$ cat src/rtl/cpu_pkg.sv
// Shared types and reset/vector constants for the cpu_seq sequencer.
// Optional macro CPU_SEQ_IRQ_EN adds the IRQ state and IRQ_VEC.
package cpu_pkg;

    localparam int unsigned CONST_W = 16;

    localparam logic [CONST_W-1:0] RESET_PC = 16'h0400;
    localparam logic [CONST_W-1:0] RESET_SP = 16'hFFFE;
`ifdef CPU_SEQ_IRQ_EN
    localparam logic [CONST_W-1:0] IRQ_VEC  = 16'h0010;
`endif

    typedef enum logic [2:0] {
        OP_NOP    = 3'd0,
        OP_ALU    = 3'd1,
        OP_BRANCH = 3'd2,
        OP_JUMP   = 3'd3,
        OP_PUSH   = 3'd4,
        OP_POP    = 3'd5,
        OP_LOAD   = 3'd6,
        OP_STORE  = 3'd7
    } op_class_e;

`ifdef CPU_SEQ_IRQ_EN
    typedef enum logic [2:0] {
        ST_FETCH = 3'd0,
        ST_EX    = 3'd1,
        ST_MEM   = 3'd2,
        ST_WB    = 3'd3,
        ST_IRQ   = 3'd4
    } state_e;
`else
    typedef enum logic [2:0] {
        ST_FETCH = 3'd0,
        ST_EX    = 3'd1,
        ST_MEM   = 3'd2,
        ST_WB    = 3'd3
    } state_e;
`endif

    // Classes that need a data-memory phase.
    function automatic logic is_mem_op(input op_class_e op);
        return (op == OP_PUSH) || (op == OP_POP) || (op == OP_LOAD) || (op == OP_STORE);
    endfunction

endpackage

$ cat src/rtl/cpu_seq_fsm.sv
// Sequencer state register, next-state logic and registered phase strobes.
// IRQ state present only when CPU_SEQ_IRQ_EN is defined.
module cpu_seq_fsm
    import cpu_pkg::*;
(
    input  logic      clk,
    input  logic      resetn,
    input  logic      i_if_ack,
    input  logic      i_dm_ack,
    input  op_class_e i_op,
`ifdef CPU_SEQ_IRQ_EN
    input  logic      i_irq_take,
`endif
    output state_e    o_state,
    output state_e    o_next_c,
    output logic      o_if_req,
    output logic      o_dm_req,
    output logic      o_ex_en,
    output logic      o_wb_en
);

    state_e r_state;
    state_e w_next;
    logic   r_if_req;
    logic   r_dm_req;
    logic   r_ex_en;
    logic   r_wb_en;
    logic   w_if_req_d;
    logic   w_dm_req_d;
    logic   w_ex_en_d;
    logic   w_wb_en_d;

    always_ff @(posedge clk or negedge resetn) begin
        if (!resetn) begin
            r_state  <= ST_FETCH;
            r_if_req <= 1'b0;
            r_dm_req <= 1'b0;
            r_ex_en  <= 1'b0;
            r_wb_en  <= 1'b0;
        end else begin
            r_state  <= w_next;
            r_if_req <= w_if_req_d;
            r_dm_req <= w_dm_req_d;
            r_ex_en  <= w_ex_en_d;
            r_wb_en  <= w_wb_en_d;
        end
    end

    // Strobes are registered from the next state so they line up with the state they describe.
    always_comb begin
        w_next     = r_state;
        w_if_req_d = 1'b0;
        w_dm_req_d = 1'b0;
        w_ex_en_d  = 1'b0;
        w_wb_en_d  = 1'b0;
        case (r_state)
            ST_FETCH: if (r_if_req && i_if_ack) w_next = ST_EX;
            ST_EX:    w_next = is_mem_op(i_op) ? ST_MEM : ST_WB;
            ST_MEM:   if (i_dm_ack) w_next = ST_WB;
`ifdef CPU_SEQ_IRQ_EN
            ST_WB:    w_next = i_irq_take ? ST_IRQ : ST_FETCH;
            ST_IRQ:   if (i_dm_ack) w_next = ST_FETCH;
`else
            ST_WB:    w_next = ST_FETCH;
`endif
            default:  w_next = ST_FETCH;
        endcase
        w_if_req_d = (w_next == ST_FETCH);
        w_dm_req_d = (w_next == ST_MEM);
`ifdef CPU_SEQ_IRQ_EN
        w_dm_req_d = w_dm_req_d || (w_next == ST_IRQ);
`endif
        w_ex_en_d  = (w_next == ST_EX);
        w_wb_en_d  = (w_next == ST_WB);
    end

    assign o_state  = r_state;
    assign o_next_c = w_next;
    assign o_if_req = r_if_req;
    assign o_dm_req = r_dm_req;
    assign o_ex_en  = r_ex_en;
    assign o_wb_en  = r_wb_en;

endmodule

$ cat src/rtl/cpu_seq.sv
// Multi-cycle instruction sequencer: pc/sp/sreg datapath around cpu_seq_fsm.
// Define CPU_SEQ_IRQ_EN to enable interrupt entry after WB.
module cpu_seq #(
    parameter int unsigned     AW       = 16,
    parameter int unsigned     SRW      = 16,
    parameter logic [AW-1:0]   RESET_PC = AW'(cpu_pkg::RESET_PC),
    parameter logic [AW-1:0]   RESET_SP = AW'(cpu_pkg::RESET_SP)
`ifdef CPU_SEQ_IRQ_EN
   ,parameter logic [AW-1:0]   IRQ_VEC  = AW'(cpu_pkg::IRQ_VEC)
`endif
) (
    input  logic           clk,
    input  logic           resetn,
    output logic           if_req,
    input  logic           if_ack,
    input  logic [2:0]     op_class,
    input  logic           br_taken,
    input  logic [AW-1:0]  target,
    output logic           dm_req,
    output logic           dm_we,
    output logic [AW-1:0]  dm_addr,
    input  logic           dm_ack,
    input  logic [AW-1:0]  ea,
    input  logic           sreg_we,
    input  logic [SRW-1:0] sreg_wdata,
    input  logic           irq,
    output logic [AW-1:0]  pc,
    output logic [AW-1:0]  sp,
    output logic [SRW-1:0] sreg,
    output logic [2:0]     phase,
    output logic           ex_en,
    output logic           wb_en
);

    import cpu_pkg::*;

    state_e         w_state;
    state_e         w_next;
    logic           w_if_req;
    logic           w_fetch_fire;
    logic           w_acc_next;
    logic [AW-1:0]  w_sp_dec;
    logic [AW-1:0]  w_sp_inc;
    op_class_e      r_op;
    logic           r_taken;
    logic [AW-1:0]  r_target;
    logic [AW-1:0]  r_pc;
    logic [AW-1:0]  r_sp;
    logic [SRW-1:0] r_sreg;
    logic           r_dm_we;
    logic [AW-1:0]  r_dm_addr;

`ifdef CPU_SEQ_IRQ_EN
    logic           w_irq_take;

    // IE is judged on the value sreg will hold after this WB's write.
    assign w_irq_take = irq && (sreg_we ? sreg_wdata[0] : r_sreg[0]);
`else
    logic           w_unused_irq;
    assign w_unused_irq = irq;
`endif

    cpu_seq_fsm u_fsm (
        .clk        (clk),
        .resetn     (resetn),
        .i_if_ack   (if_ack),
        .i_dm_ack   (dm_ack),
        .i_op       (r_op),
`ifdef CPU_SEQ_IRQ_EN
        .i_irq_take (w_irq_take),
`endif
        .o_state    (w_state),
        .o_next_c   (w_next),
        .o_if_req   (w_if_req),
        .o_dm_req   (dm_req),
        .o_ex_en    (ex_en),
        .o_wb_en    (wb_en)
    );

    assign w_fetch_fire = (w_state == ST_FETCH) && w_if_req && if_ack;
    assign w_sp_dec     = r_sp - AW'(2);
    assign w_sp_inc     = r_sp + AW'(2);
`ifdef CPU_SEQ_IRQ_EN
    assign w_acc_next   = (w_next == ST_MEM) || (w_next == ST_IRQ);
`else
    assign w_acc_next   = (w_next == ST_MEM);
`endif

    // Instruction fields captured on the accepted fetch.
    always_ff @(posedge clk or negedge resetn) begin
        if (!resetn) begin
            r_op     <= OP_NOP;
            r_taken  <= 1'b0;
            r_target <= '0;
        end else if (w_fetch_fire) begin
            r_op     <= op_class_e'(op_class);
            r_taken  <= br_taken;
            r_target <= target;
        end
    end

    // Data request address/direction, frozen for the whole access.
    always_ff @(posedge clk or negedge resetn) begin
        if (!resetn) begin
            r_dm_addr <= '0;
            r_dm_we   <= 1'b0;
        end else if ((w_state == ST_EX) && (w_next == ST_MEM)) begin
            case (r_op)
                OP_PUSH:  begin r_dm_addr <= w_sp_dec; r_dm_we <= 1'b1; end
                OP_POP:   begin r_dm_addr <= r_sp;     r_dm_we <= 1'b0; end
                OP_LOAD:  begin r_dm_addr <= ea;       r_dm_we <= 1'b0; end
                OP_STORE: begin r_dm_addr <= ea;       r_dm_we <= 1'b1; end
                default:  begin r_dm_addr <= '0;       r_dm_we <= 1'b0; end
            endcase
`ifdef CPU_SEQ_IRQ_EN
        end else if ((w_state == ST_WB) && (w_next == ST_IRQ)) begin
            r_dm_addr <= w_sp_dec;
            r_dm_we   <= 1'b1;
`endif
        end else if (!w_acc_next) begin
            r_dm_addr <= '0;
            r_dm_we   <= 1'b0;
        end
    end

    always_ff @(posedge clk or negedge resetn) begin
        if (!resetn) begin
            r_pc <= RESET_PC;
        end else if (w_state == ST_WB) begin
            r_pc <= ((r_op == OP_JUMP) || ((r_op == OP_BRANCH) && r_taken)) ? r_target
                                                                             : r_pc + AW'(1);
`ifdef CPU_SEQ_IRQ_EN
        end else if ((w_state == ST_IRQ) && dm_ack) begin
            r_pc <= IRQ_VEC;
`endif
        end
    end

    always_ff @(posedge clk or negedge resetn) begin
        if (!resetn) begin
            r_sp <= RESET_SP;
        end else if ((w_state == ST_MEM) && dm_ack) begin
            if (r_op == OP_PUSH) r_sp <= w_sp_dec;
            else if (r_op == OP_POP) r_sp <= w_sp_inc;
`ifdef CPU_SEQ_IRQ_EN
        end else if ((w_state == ST_IRQ) && dm_ack) begin
            r_sp <= w_sp_dec;
`endif
        end
    end

    always_ff @(posedge clk or negedge resetn) begin
        if (!resetn) begin
            r_sreg <= SRW'(1);
        end else if ((w_state == ST_WB) && sreg_we) begin
            r_sreg <= sreg_wdata;
`ifdef CPU_SEQ_IRQ_EN
        end else if ((w_state == ST_IRQ) && dm_ack) begin
            r_sreg[0] <= 1'b0;
`endif
        end
    end

    assign if_req  = w_if_req;
    assign dm_we   = r_dm_we;
    assign dm_addr = r_dm_addr;
    assign pc      = r_pc;
    assign sp      = r_sp;
    assign sreg    = r_sreg;
    assign phase   = w_state;

endmodule
$ cat config.mk
export PLATFORM = sky130hd
export DESIGN_NAME = cpu_seq
export DESIGN_NICKNAME = d
export VERILOG_FILES = /design/src/rtl/cpu_pkg.sv /design/src/rtl/cpu_seq_fsm.sv /design/src/rtl/cpu_seq.sv
export SDC_FILE = /design/constraint.sdc
export NUM_CORES = 1
export LEC_CHECK = 0
export BUFFER_PORTS_ARGS = -buffer_cell sky130_fd_sc_hd__buf_2
export CAP_MARGIN = 20
export CORE_ASPECT_RATIO = 0.5
export CORE_MARGIN = 2
export CORE_UTILIZATION = 40
export CTS_BUF_LIST = sky130_fd_sc_hd__clkbuf_4 sky130_fd_sc_hd__clkbuf_8
export CTS_CLUSTER_DIAMETER = 50
export DETAILED_ROUTE_END_ITERATION = 16
export GPL_TIMING_DRIVEN = 0
export SYNTH_ARGS = -nofsm -noshare
export SYNTH_HDL_FRONTEND = slang
export SYNTH_SLANG_ARGS = --single-unit
export TNS_END_PERCENT = 1
$ cat constraint.sdc
create_clock -name clk -period 2.82 [get_ports clk]
set_input_delay 0 -clock clk [delete_from_list [all_inputs] [get_ports clk]]
set_output_delay 0 -clock clk [all_outputs]
set_load 0.05 [all_outputs]
==> metrics, run 1 <==
status finished clean; GPL Wtd Cong 0.833; synthesized area per cell 10.7 µm²; Post-CTS Setup Inserts 0; Clock Latency Late Sink 0.37 ns; Fin. Hold Viols 0; Crit. End Element register; Top Ports 130; sequential area share after synthesis 49.1%; number of cells on the critical path 7; H-tree Lvls 3; vias 4,144; clk slew on worst S/H paths 0.09 ns; CP max stage delay 0.43 ns; commonest cells after routing, fill and taps aside 134 x buf_2, 74 x dfrtp_1, 52 x dlygate4sd3_1; drt pass-1 iters 4; layout cells sized above 1 35.8%; register area 2300 µm²; initial antenna violation count 0; final setup violation count 0; dominant synthesized flop cell dfrtp_1; Synth Instances 439; Hold Crit Endpoint dm_addr[6]; FF-to-FF path depth 7; multi-input logic area 2140 µm²; Final Max Tran Viols 0; RSZ-0062 raised after global routing false; cts bufs inserted 9; Remaining DRCs 0; Antenna Nets Post-Route 0; gr usage total 21.4%; Worst R2R End dm_addr[9]; vias in the first global route 4,180; clk_skew 0.0125 ns; clock power share 15.8%; crit start category register; WS Path Type register to register; CP max FO 9; number of I/O port buffers 127; post-DP HPWL 8930 µm; Tot Pwr 5.62 mW; post-layout net count 692; RR Startpoint sp[1]; Sequential Power Share 36.4%; clk sinks 91; Hold Path Origin ea[6]; Power per Cell Area 898 nW/µm²; die height 80.5 µm; Synth Register Bits 91; Hold Path Class input port to register; via density per instance 5.23; Fmax 458 MHz; slowest CP cell or3b_4; CP delay by family, top simple AND/OR/NAND/NOR gates; setup TNS 0 ns; row count 27; largest net degree at the start of global routing 57; root buffer cell clkbuf_8; worst hold slack 0.0424 ns; Logic pwr share 47.8%; cells along the critical path inv_1 > ha_1 > or3b_4 > nor3_1 > nand2_1 > xnor2_1 > a31o_2; TritonCTS clock tree yes; Pint 3.03 mW; cell area after synthesis 4690 µm²; WL final 12,800 µm; number of synthesized flops with an enable pin 0; core box area 11,200 µm²; most common cell after layout, fill and taps aside buf_2; minimum clock period 2.19 ns; Slew HR 46.0%; Die X 157 µm; quantity of gates resized following cts 0; initial DRC count 175; Switch Pwr 2.59 mW; leakage power 2.94 nW; Die ar. 12,600 µm²; routed len/inst 16.2 µm; register-to-register setup slack 0.63 ns; Cell variety after synth 68; Clock Path Buffers 2; Req. time, crit path 3.08 ns; Post-synth ARST share 100%; final clock period utilization by the worst path 77.5%; Yosys warning count 0; number of antenna diodes 0; global-route wire length before repair 20,900 µm; Fillers 1,016; Max VDD drop 0.484 mV; Sw Share 46.1%; arrival time worst endpoint 2.45 ns; Worst Hold Depth 4; Initial Utilization 41.8%; crit path buf inv count 1; gr ovfl total 0; Slew @ Worst Pin 0.807 ns; area grow syn2layout 33.6%; number of max-cap violations 0
## per-stage QoR
stage / setup WS, ns / cells / cell area, µm² / utilization (%)
final: 0.635 / 793 / 6260 / 55.8
after CTS: 0.629 / 793 / 6260 / 55.8
after global placement: 0.651 / 726 / 5520 / 49.3
after detailed placement: 0.635 / 727 / 5550 / 49.5
after global routing: 0.524 / 793 / 6260 / 55.8
after floorplan: 0.777 / 440 / 4690 / -
## timing repair
action,CTS,global route
hold endpoints to repair,86,0
hold buffers,52,0
endpoints found under the setup margin,0,0
## layer usage
| metal | track usage [%] | vias up | routed length, µm |
|---|---|---|---|
| met5 | 0 | - | 0 |
| met4 | 6.09 | 0 | 136 |
| met3 | 5.45 | 16 | 642 |
| met2 | 35.5 | 109 | 6130 |
| met1 | 27.8 | 2040 | 5900 |
| li1 | - | 1979 | - |
## flip-flops by register name (all words and copies together) (netlist names)
name and count:
dm_we 1, sp 15, sreg 16, u_fsm.o_state 3
u_fsm.o_dm_req 1, r_target 16, dm_addr 16, r_op 3
u_fsm.o_wb_en 1, u_fsm.o_if_req 1, u_fsm.o_ex_en 1, r_taken 1
pc 16
## worst min-delay path, cell delays in order
cell,delay [ns]
buf_2,0.10
a22oi_1,0.08
nor2_1,0.09
a221o_1,0.10
## cell type report
cell class,instances,share of cell area [%]
inverter,4,0.240
tap,159,3.18
buffer,33,3.80
sequential,91,36.7
timing repair buffer,180,18.9
multi-input combinational,312,34.2
clock buffer,11,2.32
clock inverter,3,0.659
## power groups by stage
stage | registers (mW) | clock network, mW | logic (mW)
2_1_floorplan | 2.91 | 0 | 1.11
6_report | 2.05 | 0.887 | 2.69
5_1_grt | 2.11 | 0.979 | 2.89
3_5_place_dp | 2.07 | 0 | 2.64
3_3_place_gp | 2.06 | 0 | 2.61
4_1_cts | 2.04 | 0.925 | 2.71
## how the worst max path moves through the flow
stage | startpoint | endpoint | slack, ns
6_report | sp[1] | dm_addr[9] | 0.63
5_1_grt | sp[1] | dm_addr[9] | 0.52
4_1_cts | sp[1] | dm_addr[9] | 0.63
3_5_place_dp | sp[1] | dm_addr[9] | 0.64
3_3_place_gp | sp[1] | dm_addr[9] | 0.65
2_1_floorplan | pc[0] | pc[12] | 0.78
## synthesized netlist by cell type (4+ instances only)
master / number / share of area, %
o22ai_1: 7 / 0.93
buf_4: 5 / 0.80
mux2_2: 34 / 8.2
o21ai_0: 19 / 2.0
nand3_1: 12 / 1.3
nor2_1: 35 / 2.8
a21oi_1: 24 / 2.6
and3_1: 4 / 0.53
o31ai_1: 6 / 0.96
o221ai_1: 6 / 1.1
nand2_1: 43 / 3.4
nor3_1: 10 / 1.1
dfstp_2: 17 / 9.5
clkbuf_8: 4 / 1.2
dfrtp_1: 74 / 40
inv_1: 4 / 0.32
a22oi_1: 9 / 1.4
clkbuf_1: 9 / 0.72
xor2_1: 11 / 2.1
buf_2: 8 / 0.85
xnor2_1: 17 / 3.2
buf_6: 6 / 1.4
and4_1: 4 / 0.75
nand4_1: 6 / 0.80
## kinds of logic after synthesis
| kind of cell | Yosys count | synth area share [%] |
|---|---|---|
| fa+ha+maj | 3 | 0.801 |
| buf+inv | 37 | 5.39 |
| xor+xnor | 28 | 5.23 |
| mux | 34 | 8.17 |
| flops | 91 | 49.1 |
| simple gates | 142 | 16.3 |
| other cells | 1 | 0.0800 |
| compound gates | 103 | 14.9 |
Power figures use the tool's default switching activity.
==> inputs of run 2 (changes only) <==
--- a/config.mk
+++ b/config.mk
@@ -14,6 +14,7 @@
 export CTS_CLUSTER_DIAMETER = 50
 export DETAILED_ROUTE_END_ITERATION = 16
 export GPL_TIMING_DRIVEN = 0
+export PLACE_DENSITY = 0.66
 export SYNTH_ARGS = -nofsm -noshare
 export SYNTH_HDL_FRONTEND = slang
 export SYNTH_SLANG_ARGS = --single-unit
==> constraint.sdc (replaced) <==
create_clock -name clk -period 1.75 [get_ports clk]
set_input_delay 0 -clock clk [delete_from_list [all_inputs] [get_ports clk]]
set_output_delay 0 -clock clk [all_outputs]
set_load 0.05 [all_outputs]
==> run 2 against run 1 <==
Effect of this change: the flow now finishes with violations (setup timing); utilization up 2.9 points; maximum frequency up 13%; register-to-register slack worse by 0.82 ns; wire length up 1.4%.
==> metrics, run 2 (same netlist as run 1, synthesis figures left out) <==
status finished with violations; failing checks setup timing; most common cell after layout, fill and taps aside buf_2; cts bufs inserted 9 (unchanged); Hold Path Class input port to register; TritonCTS clock tree yes; drt pass-1 iters 5 (+1); arrival time worst endpoint 2.18 ns (-0.27 ns); Post-Place Setup Slack -0.400 ns (-1.04 ns); CP max stage delay 0.41 ns (-0.02 ns); gr usage total 21.1% (-0.25 points); Initial Utilization 41.8% (unchanged); register area 2300 µm² (+0.22%); number of I/O port buffers 127 (unchanged); Die X 157 µm (unchanged); CP delay by family, top simple AND/OR/NAND/NOR gates; initial DRC count 266 (+52%); FF-to-FF path depth 8 (+1); minimum clock period 1.93 ns (-0.252 ns); post-DP HPWL 8890 µm (-0.52%); vias 4,223 (+1.9%); crit path buf inv count 2 (+1); Fin. Hold Viols 0 (unchanged); vias in the first global route 4,153 (-0.65%); H-tree Lvls 3 (unchanged); register-to-register setup slack -0.18 ns (-0.82 ns); post-layout net count 705 (+1.9%); Fmax 517 MHz (+13%); worst hold slack 0.0512 ns (+0.00879 ns); Clock Path Buffers 2 (unchanged); GPL Wtd Cong 0.854 (+2.6%); Hold Path Origin dm_ack; WL final 13,000 µm (+1.4%); RSZ-0062 raised after global routing true; initial antenna violation count 0 (unchanged); multi-input logic area 2290 µm² (+7.0%); Die ar. 12,600 µm² (unchanged); Slew @ Worst Pin 0.593 ns (-0.214 ns); cells along the critical path inv_2 > ha_4 > or3b_4 > nor4b_4 > buf_4 > and2b_1 > xnor2_2 > o221ai_2; Fillers 990 (-2.6%); number of max-cap violations 0 (unchanged); placed inst area 5560 µm² (+0.14%); via density per instance 5.23 (about the same); Clock Latency Late Sink 0.36 ns (about the same); Worst R2R End dm_addr[11]; largest net degree at the start of global routing 68 (+19%); core box area 11,200 µm² (unchanged); Power per Cell Area 1460 nW/µm² (+63%); layout cells sized above 1 43.1% (+7.3 points); row count 27 (unchanged); crit start category register; CP max FO 5 (-4); Antenna Nets Post-Route 0 (unchanged); Top Ports 130 (unchanged); Setup WS post-layout -0.183 ns (-0.818 ns); Util after Layout 58.7% (+2.9 points); WS Path Type register to register; post-route cell area 6590 µm² (+5.2%); Remaining DRCs 0 (unchanged); clk sinks 91 (unchanged); routed len/inst 16.1 µm (-0.51%); clk slew on worst S/H paths 0.09 ns (about the same); Hold Crit Endpoint dm_addr[15]; Slew HR 60.3% (+14 points); root buffer cell clkbuf_8; RR Startpoint sp[2]; Worst Hold Depth 4 (unchanged); dpl cells 727 (unchanged); Final Max Tran Viols 0 (unchanged); final setup violation count 15 (+15); slowest CP cell dfstp_2; Cell Count, Final, Fillers Out 808 (+1.9%); clk_skew 0.0102 ns (-0.00226 ns); Req. time, crit path 2.00 ns (-1.08 ns); die height 80.5 µm (unchanged); commonest cells after routing, fill and taps aside 130 x buf_2, 70 x dfrtp_1, 52 x dlygate4sd3_1; leakage power 3.07 nW (+4.5%); Crit. End Element register; area grow syn2layout 40.6%; Max VDD drop 0.671 mV (+39%); final clock period utilization by the worst path 110% (+33 points); global-route wire length before repair 20,700 µm (-1.3%); number of antenna diodes 0 (unchanged); gr ovfl total 0 (unchanged)
[run 2: worst reg2reg max path, stage by stage (launching register included)]
cell,delay [ns]
dfstp_2,0.41
inv_2,0.09
ha_4,0.14
or3b_4,0.41
nor4b_4,0.21
buf_4,0.18
and2b_1,0.16
xnor2_2,0.12
o221ai_2,0.10
[run 2: worst max path at each step]
stage / slack [ns] / endpoint / start / depth (start not counted)
3_3_place_gp: -0.39 / pc[0] / resetn / 1
2_1_floorplan: -0.26 / dm_addr[11] / sp[1] / 7
4_1_cts: -0.22 / dm_addr[11] / sp[2] / 8
5_1_grt: -0.25 / dm_addr[11] / sp[2] / 8
6_report: -0.18 / dm_addr[11] / sp[2] / 8
3_5_place_dp: -0.40 / dm_addr[11] / sp[1] / 7
[run 2: report_power, final]
group | total (mW) | internal (mW) | leakage, nW | switching, mW
registers | 3.29 | 2.80 | 1.14 | 0.497
logic | 4.73 | 1.63 | 1.81 | 3.09
clock network | 1.60 | 0.869 | 0.115 | 0.736
total | 9.63 | 5.30 | 3.07 | 4.33
[run 2: timing repair]
item	in CTS	in global routing
hold buffers	52	0
pin swaps	5	7
buffers inserted	10	3
resized for setup	26	24
endpoints found under the setup margin	62	65
endpoints found under the hold margin	126	0
[run 2: metrics by stage]
step | power, mW | TNS [ns]
2_1_floorplan | 6.49 | -7.25
4_1_cts | 9.55 | -1.72
6_report | 9.63 | -1.37
3_5_place_dp | 7.60 | -10.99
3_3_place_gp | 7.49 | -25.97
5_1_grt | 10.2 | -4.25
[run 2: final cells by class]
class	instances	share of cell area, %
multi-input combinational	312	34.7
clock inverter	3	0.988
timing repair buffer	193	19.7
sequential	91	35.0
tap	159	3.02
clock buffer	13	2.34
buffer	33	3.99
inverter	4	0.228
[run 2: layer usage]
metal	GRT usage [%]	part of all wire [%]
met2	36.5	50
met3	4.80	5.9
met1	26.9	44
met5	0	0
met4	5.45	0.88
